--- config.mk ---
export PLATFORM = sky130hd
export DESIGN_NAME = uart_cmd_bridge
export DESIGN_NICKNAME = d
export VERILOG_FILES = /design/src/rtl/uart_bridge_pkg.sv /design/src/rtl/uart_bridge_timer.sv /design/src/rtl/uart_cmd_bridge.sv
export SDC_FILE = /design/constraint.sdc
export NUM_CORES = 1
export LEC_CHECK = 0
export BUFFER_PORTS_ARGS = -buffer_cell sky130_fd_sc_hd__buf_4
export CELL_PAD_IN_SITES_DETAIL_PLACEMENT = 0
export CELL_PAD_IN_SITES_GLOBAL_PLACEMENT = 1
export CORE_ASPECT_RATIO = 0.5
export CORE_MARGIN = 4
export CORE_UTILIZATION = 46
export CTS_BUF_LIST = sky130_fd_sc_hd__clkbuf_4
export DETAILED_ROUTE_END_ITERATION = 16
export PLACE_DENSITY_LB_ADDON = 0.08
export SYNTH_ARGS = -nofsm -noshare
export SYNTH_HDL_FRONTEND = slang
export SYNTH_SLANG_ARGS = --single-unit
--- constraint.sdc ---
create_clock -name clk -period 3.1 [get_ports clk]
set_input_delay 0.465 -clock clk [delete_from_list [all_inputs] [get_ports clk]]
set_output_delay 0.465 -clock clk [all_outputs]
set_load 0.01 [all_outputs]
--- src/rtl/uart_bridge_pkg.sv ---
// Shared constants and FSM state type for the UART command bridge.
package uart_bridge_pkg;

  localparam logic [7:0] SYNC_BYTE = 8'hA5;
  localparam logic [7:0] ACK_BYTE  = 8'h5A;
  localparam logic [7:0] NAK_BYTE  = 8'hEE;
  localparam logic [7:0] CMD_WR    = 8'h01;
  localparam logic [7:0] CMD_RD    = 8'h02;
  localparam logic [7:0] NAK_CSUM  = 8'h01;
  localparam logic [7:0] NAK_BUS   = 8'h02;

  typedef enum logic [2:0] {
    StHunt,
    StCmd,
    StAddr,
    StData,
    StCsum,
    StBus,
    StRsp0,
    StRsp1
  } state_e;

endpackage

--- src/rtl/uart_bridge_timer.sv ---
// Loadable down-counter; o_expired flags a zero count.
module uart_bridge_timer #(
  parameter int unsigned WIDTH = 8
) (
  input  logic             clk,
  input  logic             nreset,
  input  logic             i_load,
  input  logic [WIDTH-1:0] i_load_val,
  input  logic             i_en,
  output logic             o_expired
);

  logic [WIDTH-1:0] r_count;

  always_ff @(posedge clk or negedge nreset) begin
    if (!nreset) begin
      r_count <= '0;
    end else if (i_load) begin
      r_count <= i_load_val;
    end else if (i_en && (r_count != '0)) begin
      r_count <= r_count - WIDTH'(1);
    end
  end

  assign o_expired = (r_count == '0);

endmodule

--- src/rtl/uart_cmd_bridge.sv ---
// Parses sync/cmd/addr/[data]/csum frames from the UART RX queue, performs one
// register-bus access and pushes a two-byte response into the UART TX queue.
module uart_cmd_bridge
  import uart_bridge_pkg::*;
#(
  parameter int unsigned IDLE_TIMEOUT = 100000,
  parameter int unsigned BUS_TIMEOUT  = 255
) (
  input  logic       clk,
  input  logic       nreset,
  input  logic       i_rx_valid,
  input  logic [7:0] i_rxdata,
  input  logic [7:0] i_rx_status,
  output logic       o_read_rx,
  input  logic       i_tx_empty,
  output logic [7:0] o_txdata,
  output logic       o_write_tx,
  output logic [7:0] o_bus_addr,
  output logic [7:0] o_bus_wdata,
  output logic       o_bus_wr,
  output logic       o_bus_rd,
  input  logic [7:0] i_bus_rdata,
  input  logic       i_bus_ready,
  output logic [7:0] o_err_count
);

  localparam int unsigned IdleW = $clog2(IDLE_TIMEOUT + 1);
  localparam int unsigned BusW  = $clog2(BUS_TIMEOUT + 1);

  state_e     r_state, w_state_next;
  logic [7:0] r_cmd, w_cmd_next, r_addr, w_addr_next, r_data, w_data_next;
  logic [7:0] r_rsp0, w_rsp0_next, r_rsp1, w_rsp1_next, r_err;
  logic       r_bus_wr, w_bus_wr_next, r_bus_rd, w_bus_rd_next, r_gap;
  logic       w_err_inc, w_consume, w_idle_cnt, w_byte_err, w_tx_fire;
  logic       w_idle_exp, w_bus_exp, w_unused;
  logic [7:0] w_csum;

  assign w_consume  = r_state inside {StHunt, StCmd, StAddr, StData, StCsum};
  assign w_idle_cnt = r_state inside {StCmd, StAddr, StData, StCsum};
  assign w_byte_err = |i_rx_status[5:2];
  assign w_unused   = ^{i_rx_status[7:6], i_rx_status[1:0]};
  assign w_csum     = r_cmd ^ r_addr ^ ((r_cmd == CMD_WR) ? r_data : 8'h00);

  // r_gap enforces the idle cycle after every RX pop or TX push.
  assign o_read_rx  = i_rx_valid & w_consume & ~r_gap;
  assign w_tx_fire  = i_tx_empty & ~r_gap & (r_state inside {StRsp0, StRsp1});
  assign o_write_tx = w_tx_fire;
  assign o_txdata   = !w_tx_fire ? 8'h00 : (r_state == StRsp0) ? r_rsp0 : r_rsp1;

  assign o_bus_addr  = r_addr;
  assign o_bus_wdata = r_data;
  assign o_bus_wr    = r_bus_wr;
  assign o_bus_rd    = r_bus_rd;
  assign o_err_count = r_err;

  uart_bridge_timer #(.WIDTH(IdleW)) u_idle_timer (
    .clk        (clk),
    .nreset     (nreset),
    .i_load     (o_read_rx),
    .i_load_val (IdleW'(IDLE_TIMEOUT - 1)),
    .i_en       (w_idle_cnt),
    .o_expired  (w_idle_exp)
  );

  uart_bridge_timer #(.WIDTH(BusW)) u_bus_timer (
    .clk        (clk),
    .nreset     (nreset),
    .i_load     (r_state != StBus),
    .i_load_val (BusW'(BUS_TIMEOUT - 1)),
    .i_en       (r_state == StBus),
    .o_expired  (w_bus_exp)
  );

  always_comb begin
    w_state_next  = r_state;
    w_cmd_next    = r_cmd;
    w_addr_next   = r_addr;
    w_data_next   = r_data;
    w_rsp0_next   = r_rsp0;
    w_rsp1_next   = r_rsp1;
    w_bus_wr_next = r_bus_wr;
    w_bus_rd_next = r_bus_rd;
    w_err_inc     = 1'b0;
    if (o_read_rx) begin
      if (w_byte_err) begin
        w_err_inc    = 1'b1;
        w_state_next = StHunt;
      end else begin
        case (r_state)
          StHunt: if (i_rxdata == SYNC_BYTE) w_state_next = StCmd;
          StCmd: begin
            w_cmd_next = i_rxdata;
            if (i_rxdata == CMD_WR || i_rxdata == CMD_RD) begin
              w_state_next = StAddr;
            end else begin
              w_rsp0_next  = NAK_BYTE;
              w_rsp1_next  = NAK_CSUM;
              w_err_inc    = 1'b1;
              w_state_next = StRsp0;
            end
          end
          StAddr: begin
            w_addr_next  = i_rxdata;
            w_state_next = (r_cmd == CMD_WR) ? StData : StCsum;
          end
          StData: begin
            w_data_next  = i_rxdata;
            w_state_next = StCsum;
          end
          StCsum: begin
            if (i_rxdata == w_csum) begin
              w_bus_wr_next = (r_cmd == CMD_WR);
              w_bus_rd_next = (r_cmd == CMD_RD);
              w_state_next  = StBus;
            end else begin
              w_rsp0_next  = NAK_BYTE;
              w_rsp1_next  = NAK_CSUM;
              w_err_inc    = 1'b1;
              w_state_next = StRsp0;
            end
          end
          default: ;
        endcase
      end
    end else begin
      case (r_state)
        StCmd, StAddr, StData, StCsum: begin
          if (w_idle_exp) begin
            w_err_inc    = 1'b1;
            w_state_next = StHunt;
          end
        end
        StBus: begin
          if (i_bus_ready) begin
            w_bus_wr_next = 1'b0;
            w_bus_rd_next = 1'b0;
            w_rsp0_next   = ACK_BYTE;
            w_rsp1_next   = r_bus_wr ? 8'h00 : i_bus_rdata;
            w_state_next  = StRsp0;
          end else if (w_bus_exp) begin
            w_bus_wr_next = 1'b0;
            w_bus_rd_next = 1'b0;
            w_rsp0_next   = NAK_BYTE;
            w_rsp1_next   = NAK_BUS;
            w_err_inc     = 1'b1;
            w_state_next  = StRsp0;
          end
        end
        StRsp0: if (w_tx_fire) w_state_next = StRsp1;
        StRsp1: if (w_tx_fire) w_state_next = StHunt;
        default: ;
      endcase
    end
  end

  always_ff @(posedge clk or negedge nreset) begin
    if (!nreset) begin
      r_state  <= StHunt;
      r_cmd    <= 8'h00;
      r_addr   <= 8'h00;
      r_data   <= 8'h00;
      r_rsp0   <= 8'h00;
      r_rsp1   <= 8'h00;
      r_bus_wr <= 1'b0;
      r_bus_rd <= 1'b0;
      r_gap    <= 1'b0;
      r_err    <= 8'h00;
    end else begin
      r_state  <= w_state_next;
      r_cmd    <= w_cmd_next;
      r_addr   <= w_addr_next;
      r_data   <= w_data_next;
      r_rsp0   <= w_rsp0_next;
      r_rsp1   <= w_rsp1_next;
      r_bus_wr <= w_bus_wr_next;
      r_bus_rd <= w_bus_rd_next;
      r_gap    <= o_read_rx | o_write_tx;
      if (w_err_inc && (r_err != 8'hFF)) r_err <= r_err + 8'd1;
    end
  end

endmodule

# Yosys cells after proc, flatten, opt, wreduce, memory -nomap -nowiden
# Index checks and enable logic that the tools add are counted.
[totals]
word_cells = 133
register_bits = 79
[op_classes]
n_addsub = 3
n_bitwise = 9
reduce_logical = 25
n_eq_ne = 27
mux = 57
[ops]
columns = ["cell", "count"]
rows = [
  ["$mux 8", 20],
  ["$mux 17", 2],
  ["$pmux 8 s2", 2],
  ["$mux 3", 10],
  ["$mux 1", 18],
  ["$logic_not 17->1", 1],
  ["$reduce_bool 17->1", 1],
  ["$sub 17x1->17 const B", 1],
  ["$eq 8x1->1 const B", 2],
  ["$eq 8x2->1 const B", 2],
  ["$xor 8x8->8", 2],
  ["$ne 3x3->1 const B", 5],
  ["$pmux 3 s5", 1],
  ["$eq 3x3->1 const B", 4],
  ["$pmux 3 s4", 1],
  ["$reduce_bool 5->1", 2],
  ["$reduce_and 3->1", 3],
  ["$add 8x1->8 const B", 1],
  ["$eq 8x8->1", 1],
  ["$eq 8x8->1 const B", 1],
  ["$logic_not 8->1", 1],
  ["$ne 8x8->1 const B", 1],
  ["$reduce_bool 2->1", 4],
  ["$reduce_bool 8->1", 1],
  ["24 further kinds", 34],
]

# Longest topological paths before layout
# Gate-level depths: netlist (run 1).
[depth]
depth_word = 9
ltp_mapped = 10
ltp_nobuf = 9

# Cells and area by module
# From an unflattened synthesis (run 1), not the netlist that was laid out.
[hier_totals]
hier_cells = 450
area_unflattened_um2 = 4558.1
[modules_own_cells]
columns = ["mod", "instances", "cells_each", "area_per_inst_um2", "seq_area_each_um2"]
rows = [
  ["uart_cmd_bridge", 1, 258, 2897.8, 1226.2],
  ["uart_bridge_timer at u_idle_timer", 1, 134, 1132.3, 425.4],
  ["uart_bridge_timer at u_bus_timer", 1, 58, 528.0, 200.2],
]

# Worst setup path before layout (run 1)
# OpenSTA, ideal clock, no wires.
[synth_timing]
kind = "register to register"
from = "register r_cmd[3]"
to = "register r_rsp1[2]"
synth_period_minus_slack_ns = 2.482
slack_ns = 0.618
required_ns = 2.979
setup_ns = 0.121
stages_incl_launch_ff = 9
arrival_time_ns = 2.361
cell_sequence = "dfrtp_1 -> or4_4 -> nor4_4 -> nor4_1 -> a31oi_2 -> o41ai_1 -> a211o_1 -> buf_6 -> a22o_1"
[synth_via]
elab_chain_cells = 6
[synth_rtl]
columns = ["item", "line", "source"]
rows = [
  ["start, declared", "uart_cmd_bridge.sv:31", "logic [7:0] r_cmd, w_cmd_next, r_addr, w_addr_next, r_data, w_data_next;"],
  ["start signal, assigned", "uart_cmd_bridge.sv:170", "r_cmd <= w_cmd_next;"],
  ["$eq 8x1->1", "uart_cmd_bridge.sv:42", "assign w_csum = r_cmd ^ r_addr ^ ((r_cmd == CMD_WR) ? r_data : 8'h00);"],
  ["$mux 8", "uart_cmd_bridge.sv:42", ""],
  ["$xor 8x8->8 (*)", "uart_cmd_bridge.sv:42", ""],
  ["$eq 8x8->1 (*)", "uart_cmd_bridge.sv:111", "if (i_rxdata == w_csum) begin"],
  ["$ne 3x3->1 (no line) (*)", "n/a", ""],
  ["$reduce_and 6->1 (no line) (*)", "n/a", ""],
  ["end signal, assigned", "uart_cmd_bridge.sv:174", "r_rsp1 <= w_rsp1_next;"],
  ["end, declared", "uart_cmd_bridge.sv:32", "logic [7:0] r_rsp0, w_rsp0_next, r_rsp1, w_rsp1_next, r_err;"],
]
# Mark *: on every way between the ends. The rest lies on a longest branch, timed or not.
# A chain may end at the register's enable or synchronous reset.

# Worst setup path in the final report (run 1)
[layout_timing]
from = "register r_cmd[3]"
to = "register r_rsp1[3]"
# The elaborated chain is that of the path after synthesis.

==> flow_results.org, run 1 <==
** Run status
- The run finished with clean final reports.

** Synthesis
- Number of synthesized flops with an enable pin :: 0
- The number of nets in the synthesized netlist is 411.
- Summing every instance area after synthesis gives 3940 µm².
- Sequential fraction of the synthesis area :: 0.470
- Share of async-settable or async-resettable flops after synthesis :: 1.00
- Among all flip-flop cells after synthesis, the most frequent one is dfrtp_1.
- Register bit total from synthesis :: 74
- Averaged over all synthesized cells, the footprint is 10.4 µm².
- The cell count after synthesis came out at 378.
- Post-synthesis cell type count :: 50
- During synthesis, Yosys emitted a total of 0 warnings.

** Floorplanning
- Std cell rows :: 23
- In this run the vertical extent of the chip is 73.4 µm.
- Starting Density :: 0.482
- I/O pin count :: 65
- Core area :: 8170 µm²
- Area enclosed by the die boundary :: 10,200 µm²
- In this run the horizontal extent of the chip is 139 µm.

** STA
- Setup repair after global routing left no endpoint under its margin.
- Worst slew slack as a fraction of its limit :: 0.383
- Max Clock Freq :: 0.349 GHz
- For the finished layout, the period the worst path requires is 2.87 ns.
- Post-route clock period utilization :: 0.924
- The total count of max-transition violations in the final report was 0.
- Slew at the pin closest to its max-slew limit :: 0.925 ns
- In the final timing run, aggregate negative setup slack is 0 ns.
- Setup violations remaining at the end of the flow were counted as 0.
- Clock Skews :: 0.0151 ns
- The final count of hold timing violations is 0.

** Finish
- Measured on the finished design, the core utilization comes to 0.567.
- # nets final :: 475
- Total of fill cells in the finished design :: 742
- In the final layout, the share of cells above drive strength 1 is 0.251.
- Commonest non-fill, non-tap cell in the layout :: dfrtp_1
- After routing the design area is 4630 µm².
- Compared with the post-synthesis result, the final layout area differs by 17.6%.
- 0 antenna diodes ended up in the layout.
- In the layout the commonest cells are 74 x dfrtp_1, 66 x buf_4, 44 x nand2_1, 25 x mux2_2, 23 x a21oi_1.
- Final Non-Filler Cells :: 559

** Power and ir drop
- The analysis attributes to cell leakage a power of 2.10 nW.
- Total power after layout :: 1.80 mW
- IR analysis of the VDD net gives a maximum drop of 0.167 mV.
- Power spread over the standard cell area amounts to 389 nW/µm².

** Drt
- Final routed DRC violation total :: 0
- TritonRoute pass-1 iters :: 4
- For this block, the routed nets add up to 8900 µm of wire.
- In this run, the number of DRC markers left after iteration 0 of detailed routing was 185.
- Detailed routing inserted a total of 3,070 vias.
- In the final routed layout, each cell accounts on average for 15.9 µm.
- The detail route stage leaves a number of antenna-violating nets equal to 0.
- Number of vias per cell :: 5.49

** Critical path
- Critical path's largest stage delay :: 0.58 ns
- For the worst setup path, the data arrival time is 3.23 ns.
- Worst-path maximum fanout :: 11
- The worst setup path is of the flop to flop kind.
- Among all stages on the critical path, the largest delay is contributed by or4_4.
- WP buf/inv :: 0
- STA classifies the critical path endpoint as a flop.
- STA puts the critical path data required time at 3.46 ns.
- Ordered cell list for the critical path :: or4_4 > nor4_4 > a31oi_2 > o41ai_1 > a211o_1 > a22o_1
- Kind of cell adding the most delay to the critical path :: compound AO/OA/AOI/OAI gates
- Startpoint Class :: flop

** Global routing
- The via count of the first global-routing pass is 3,050.
- Initial antenna violation count :: 0
- GR Util All Layers :: 0.186
- Entering global routing, the biggest net connects 75 pins.
- The first global-routing pass estimated 15,000 µm of wire.
- Overall overflow remaining after global route :: 0

** Clock tree
- Setup fix buffers added after clock tree synthesis :: 0
- CTS built an H-tree with a depth of 3.
- After clock tree synthesis, the clock-pin slew on the worst setup and hold paths is 0.12 ns.
- Clock tree from TritonCTS :: built
- Counting every sink on the clock net gives 74.
- CTS Hold Bufs :: 0
- Worst-Skew Late Latency :: 0.43 ns
- CTS root buf :: clkbuf_4
- Buffers from clock root to sink, at most :: 2
- Gates resized during post-CTS repair numbered 0.
- TritonCTS Buffers :: 9

** Place
- Placed Cells incl. Taps :: 543
- DP HPWL :: 6510 µm
- The congestion estimate from routability-driven global placement came to 0.789.
- IO Port Bufs :: 60
- Post-detailed-placement cell area :: 4520 µm²

** Worst hold path
- Type of the tightest min-delay check :: primary input to async pin

** Job
- Maximum Capacitance Violations :: 0
-- layout make-up --
class	instances	area [µm²]	area share
tap	112	140	0.0302
inverter	12	45.0	0.00972
clock buffer	9	67.6	0.0146
clock inverter	7	46.3	0.00999
sequential	74	1850	0.400
timing repair buffer	66	495	0.107
multi-input combinational	279	1990	0.429
-- logic make-up after synthesis --
family          after synthesis  synth area share
flops                        74             0.470
simple gates                138             0.185
mux                          25            0.0715
compound gates               72             0.118
xor+xnor                     39             0.115
fa+ha+maj                     5            0.0152
buf+inv                      25            0.0257
-- worst register-to-register path, cell delays in order, from the launching register on --
cell and delay [ns]:
dfrtp_1 0.41, or4_4 0.58, nor4_4 0.41, a31oi_2 0.22, o41ai_1 0.53, a211o_1 0.44
a22o_1 0.22
-- final timing paths --
path / from / cells past startpoint / to / slack (ns)
max: r_cmd[3] / 6 / r_rsp1[3] / 0.23
min: nreset / 1 / u_bus_timer.r_count[5] / 0.14
max reg2reg: r_cmd[3] / 6 / r_rsp1[3] / 0.23
min reg2reg: r_rsp0[6] / 1 / r_rsp0[6] / 0.49
max in group asynchronous: nreset / 1 / r_cmd[0] / 2.35
min in group clk: i_bus_rdata[5] / 2 / r_rsp1[5] / 0.24
-- flip-flops by register name (all words and copies together), names as in the netlist --
name and cells:
o_bus_addr 8, r_rsp1 8, o_bus_wr 1, r_cmd 8, r_state 3, r_rsp0 3, o_err_count 8, u_idle_timer.r_count 17
o_bus_wdata 8, u_bus_timer.r_count 8, r_gap 1, o_bus_rd 1
-- power breakdown --
part | switching (mW) | leakage (nW) | internal (mW)
Sequential | 0.0502 | 0.923 | 1.00
Clock | 0.355 | 0.0577 | 0.161
Combinational | 0.118 | 1.12 | 0.113
Total | 0.524 | 2.10 | 1.28
-- synth_stat cells (all sizes together), types with 10 or more instances --
cell type,instances,share of area
o21ai,14,0.018
xnor2,17,0.038
mux2,25,0.071
inv,12,0.011
nand2,44,0.042
nor3,11,0.014
dfrtp,74,0.47
xor2,14,0.031
clkbuf,10,0.0095
a21oi,23,0.029
nor2,19,0.018
-- per-layer routing --
metal | vias to the layer above | GRT usage | routed length (µm)
met5 | - | 0 | 0
met1 | 1505 | 0.242 | 4130
met2 | 73 | 0.303 | 4240
li1 | 1484 | - | -
met4 | 0 | 0.0597 | 72
met3 | 8 | 0.0579 | 446
-- through the flow --
stage	worst slack [ns]	hold WS [ns]
after floorplan	0.618	0.169
after global placement	0.356	0.455
after detailed placement	0.263	0.456
after CTS	0.231	0.166
after global routing	0.0120	0.185
final	0.235	0.144
No activity file was read; power rests on OpenSTA's default activity.
==> inputs of run 2 (changes only) <==
Settings changed: ABC_AREA set to 1, CORE_UTILIZATION 46 to 43, MAX_ROUTING_LAYER set to met4.
==> run 2 against run 1 <==
Effect of this change: cell count rose by 45%; setup slack better by 0.26 ns; wire length rose by 19%; via count grew 28%; global-route usage up 0.93 points; die area up 16%; combinational power increased to 6.7 times the previous value; cell area is 8.4% higher.
==> flow_results.org, run 2 <==
** Worst hold path
- The worst hold path belongs to the class primary input to async pin.

** Finish
- The library cells used most frequently in the layout, excluding fill and tap cells, are 201 x nand2_1, 75 x inv_1, 74 x dfrtp_1, 62 x buf_4, 58 x nand3_1.
- Register with the most flip-flops :: u_idle_timer.r_count
- The flip-flop count of the largest register, all copies and words added came to 17 (unchanged).
- Relative to the synthesized area, the layout overhead comes to 15.8%.
- Fraction of final layout cells with drive strength greater than 1 :: 0.164 (-0.0864)
- Commonest non-fill, non-tap cell in the layout :: nand2_1
- # nets final :: 704 (+48%)
- # diodes :: 0 (unchanged)

** Floorplanning
- Starting Density :: 0.450 (-0.0320)
- I/O pin count :: 65 (unchanged)
- Area enclosed by the die boundary :: 11,900 µm² (+16%)
- Die Height :: 79.0 µm (+7.6%)
- Std cell rows :: 25 (+8.7%)
- Core area :: 9630 µm² (+18%)
- The chip width was 150 µm (+8.0%).

** Power and ir drop
- The total power consumption of the routed design was 3.41 mW (+89%).
- The share of power burned in registers is 0.395 (-0.190).
- Cell area power density :: 678 nW/µm² (+75%)
- The static power due to leakage came to 2.47 nW (+17%).
- Internal Power :: 1.87 mW (+47%)
- The maximum ir drop on the vdd rail is 0.260 mV (+56%).
- Proportion of power drawn by the clock network :: 0.153 (-0.134)
- The share of total power in combinational logic was 0.452 (+0.324).
- The reported net switching power came to 1.53 mW (+190%).
- Sw Ratio :: 0.450 (+0.159)

** Critical path
- Slowest cell on crit path :: dfrtp_1
- The largest fanout on the critical path is 11 (unchanged).
- The required time of the critical path was 2.63 ns (-0.83 ns).
- Critical path's largest stage delay :: 0.55 ns (-0.03 ns)
- The critical path in this run is classified as flop to output pin.
- The worst setup path is captured at an output pin.
- The signal on the critical path passes through nand3_1 > buf_4 > nand2_1 > nand3_1 > a21oi_1 > buf_4.
- Worst path arrival time :: 2.14 ns (-1.09 ns)
- Startpoint Class :: flop

** Drt
- Detailed Route WL :: 10,500 µm (+19%)
- The number of antenna-violating nets in the routed design came to 0 (unchanged).
- The number of design rule violations left after detail routing came to 0 (unchanged).
- The count of vias placed by the detailed router was 3,934 (+28%).
- The number of search-and-repair iterations in the first detailed-routing pass was 5 (+1).
- The detailed-route vias per instance was 4.85 (-12%).
- The post-detailed-route wirelength per cell was 13.0 µm (-18%).
- Drt initial violations :: 250 (+35%)

** STA
- Clock Skews :: 0.0196 ns (+0.00442 ns)
- Pins over their slew limit :: 0 (unchanged)
- Worst slew slack as a fraction of its limit :: 0.352 (-0.0315)
- Post-route clock period utilization :: 0.840 (-0.0844)
- Minimum setup slack in the final design :: 0.496 ns (+0.262 ns)
- The count of endpoints failing setup in the final report came to 0 (unchanged).
- Setup repair after global routing left no endpoint under its margin.
- Worst hold slack :: 0.157 ns (+0.0136 ns)
- Post-route minimum period :: 2.60 ns (-0.262 ns)
- The fmax was 0.384 GHz (+10%).
- The final count of hold timing violations was 0 (unchanged).
- Sum of negative setup slack :: 0 ns (unchanged)
- Slew at the pin closest to its max-slew limit :: 0.972 ns (+0.0473 ns)

** Synthesis
- The cell area after synthesis came to 4340 µm² (+10%).
- In the synthesized netlist the dominant register cell turns out to be dfrtp_1.
- The total of warnings raised by yosys was 0 (unchanged).
- The distinct cell type count of the synthesized netlist was 40 (-20%).
- Top cells by area in the synthesized netlist :: dfrtp_1 43%, nand2_1 17%, nand3_1 6.7%
- Synth top area share :: 0.427 (-0.0430)
- Share of async-settable or async-resettable flops after synthesis :: 1.00 (unchanged)
- Synth Area per Inst :: 7.13 µm² (-32%)
- Post-synthesis cell type with the largest combined area :: dfrtp_1
- The number of synthesized flops with an enable pin came to 0 (unchanged).
- Most numerous cell in the Yosys netlist :: nand2_1
- The synthesized instance count came to 608 (+61%).
- The commonest cells after synthesis are 201 x nand2_1, 75 x inv_1, 74 x dfrtp_1, 58 x nand3_1, 46 x nor2_1.
- Syn nets :: 641 (+56%)
- Register bit total from synthesis :: 74 (unchanged)
- Sequential fraction of the synthesis area :: 0.427 (-0.0430)

** Global routing
- The combined global-route utilization of all metal layers was 0.195 (+0.00930).
- The number of antenna violations at the first check in global routing is 0 (unchanged).
- The overall overflow remaining after global route was 0 (unchanged).
- The global-route wire length before repair is 17,900 µm (+19%).
- Pin count of the biggest net entering global routing :: 75 (unchanged)
- The via count of the first global-routing pass came to 3,607 (+18%).

** Job
- Maximum Capacitance Violations :: 0 (unchanged)

** Clock tree
- Worst-Skew Late Latency :: 0.43 ns (about the same)
- In this run the clock root is driven by a clkbuf_4.
- TritonCTS Buffers :: 9 (unchanged)
- The post-CTS setup repair buffer count came to 0 (unchanged).
- The count of instances resized after the clock tree is built was 0 (unchanged).
- The clock net sink count was 74 (unchanged).
- The H-tree depth is 3 (unchanged).
- The number of hold buffers added after cts is 0 (unchanged).
- The clock slew at the register clock pins of the worst setup and hold paths is 0.12 ns (about the same).
- The buffer depth of the longest clock path was 2 (unchanged).
- TritonCTS built the clock tree.

** Place
- The worst slack at placement came to 0.822 ns (+0.559 ns).
- The weighted congestion reported at the end of routability-driven placement was 0.776 (-1.7%).
- The number of buffers added on ports came to 60 (unchanged).
- DP HPWL :: 7570 µm (+16%)

** Run status
- Result of the run :: finished clean
==> run 2: final cells by class <==
| class | count | area [µm²] |
|---|---|---|
| clock buffer | 10 | 75.1 |
| inverter | 80 | 300 |
| fill | 1020 | 4610 |
| multi-input combinational | 444 | 2130 |
| timing repair buffer | 62 | 465 |
| tap | 135 | 169 |
| sequential | 74 | 1850 |
| clock inverter | 6 | 33.8 |
==> run 2: power groups by stage <==
| stage | combinational [mW] | sequential (mW) | clock [mW] |
|---|---|---|---|
| 2_1_floorplan | 1.09 | 1.35 | 0 |
| 3_3_place_gp | 1.53 | 1.36 | 0 |
| 3_5_place_dp | 1.54 | 1.37 | 0 |
| 4_1_cts | 1.55 | 1.35 | 0.544 |
| 5_1_grt | 1.77 | 1.38 | 0.593 |
| 6_report | 1.54 | 1.35 | 0.520 |
==> run 2: path summary, 6_finish.rpt <==
path	startpoint	endpoint	slack (ns)	depth (start not counted)
worst max-delay path	r_state[2]	o_txdata[1]	0.50	6
worst min-delay path	nreset	u_idle_timer.r_count[11]	0.16	1
min in group clk	i_bus_rdata[5]	r_rsp1[5]	0.23	3
max in group asynchronous	nreset	o_bus_wdata[1]	2.28	1
worst max register to register	r_cmd[1]	r_rsp0[5]	0.79	12
worst min register to register	r_rsp0[4]	r_rsp0[4]	0.48	2
==> run 2: critical path, delay by kind of cell, from the launching register on <==
kind,cells,cell delay (ns)
AND/OR/NAND/NOR,3,0.53
flip-flops,1,0.55
buffers and inverters,2,0.35
AO/OA/AOI/OAI,1,0.29
==> run 2: cell families after synthesis <==
group,count (synthesis),synth area share
adders and majority gates,4,0.0115
xor gates and xnor gates,10,0.0202
DFF,74,0.427
and+or+nand+nor,356,0.365
AOI/OAI and AO/OA,74,0.0938
buffers and inverters,90,0.0822
==> run 2: routing by layer <==
layer | GRT usage | part of all wire | vias to the layer above
li1 | - | - | 2063
met1 | 0.283 | 0.53 | 1799
met2 | 0.279 | 0.42 | 65
met3 | 0.0490 | 0.045 | 7
met4 | 0.0383 | 0.0058 | 0
met5 | - | 0 | -
==> run 2: per-stage QoR <==
step	utilization	cell area (µm²)	cells
floorplan	-	4340	608
global placement	0.510	4910	795
detailed placement	0.510	4910	795
CTS	0.521	5020	811
global route	0.521	5020	811
finish	0.521	5020	811
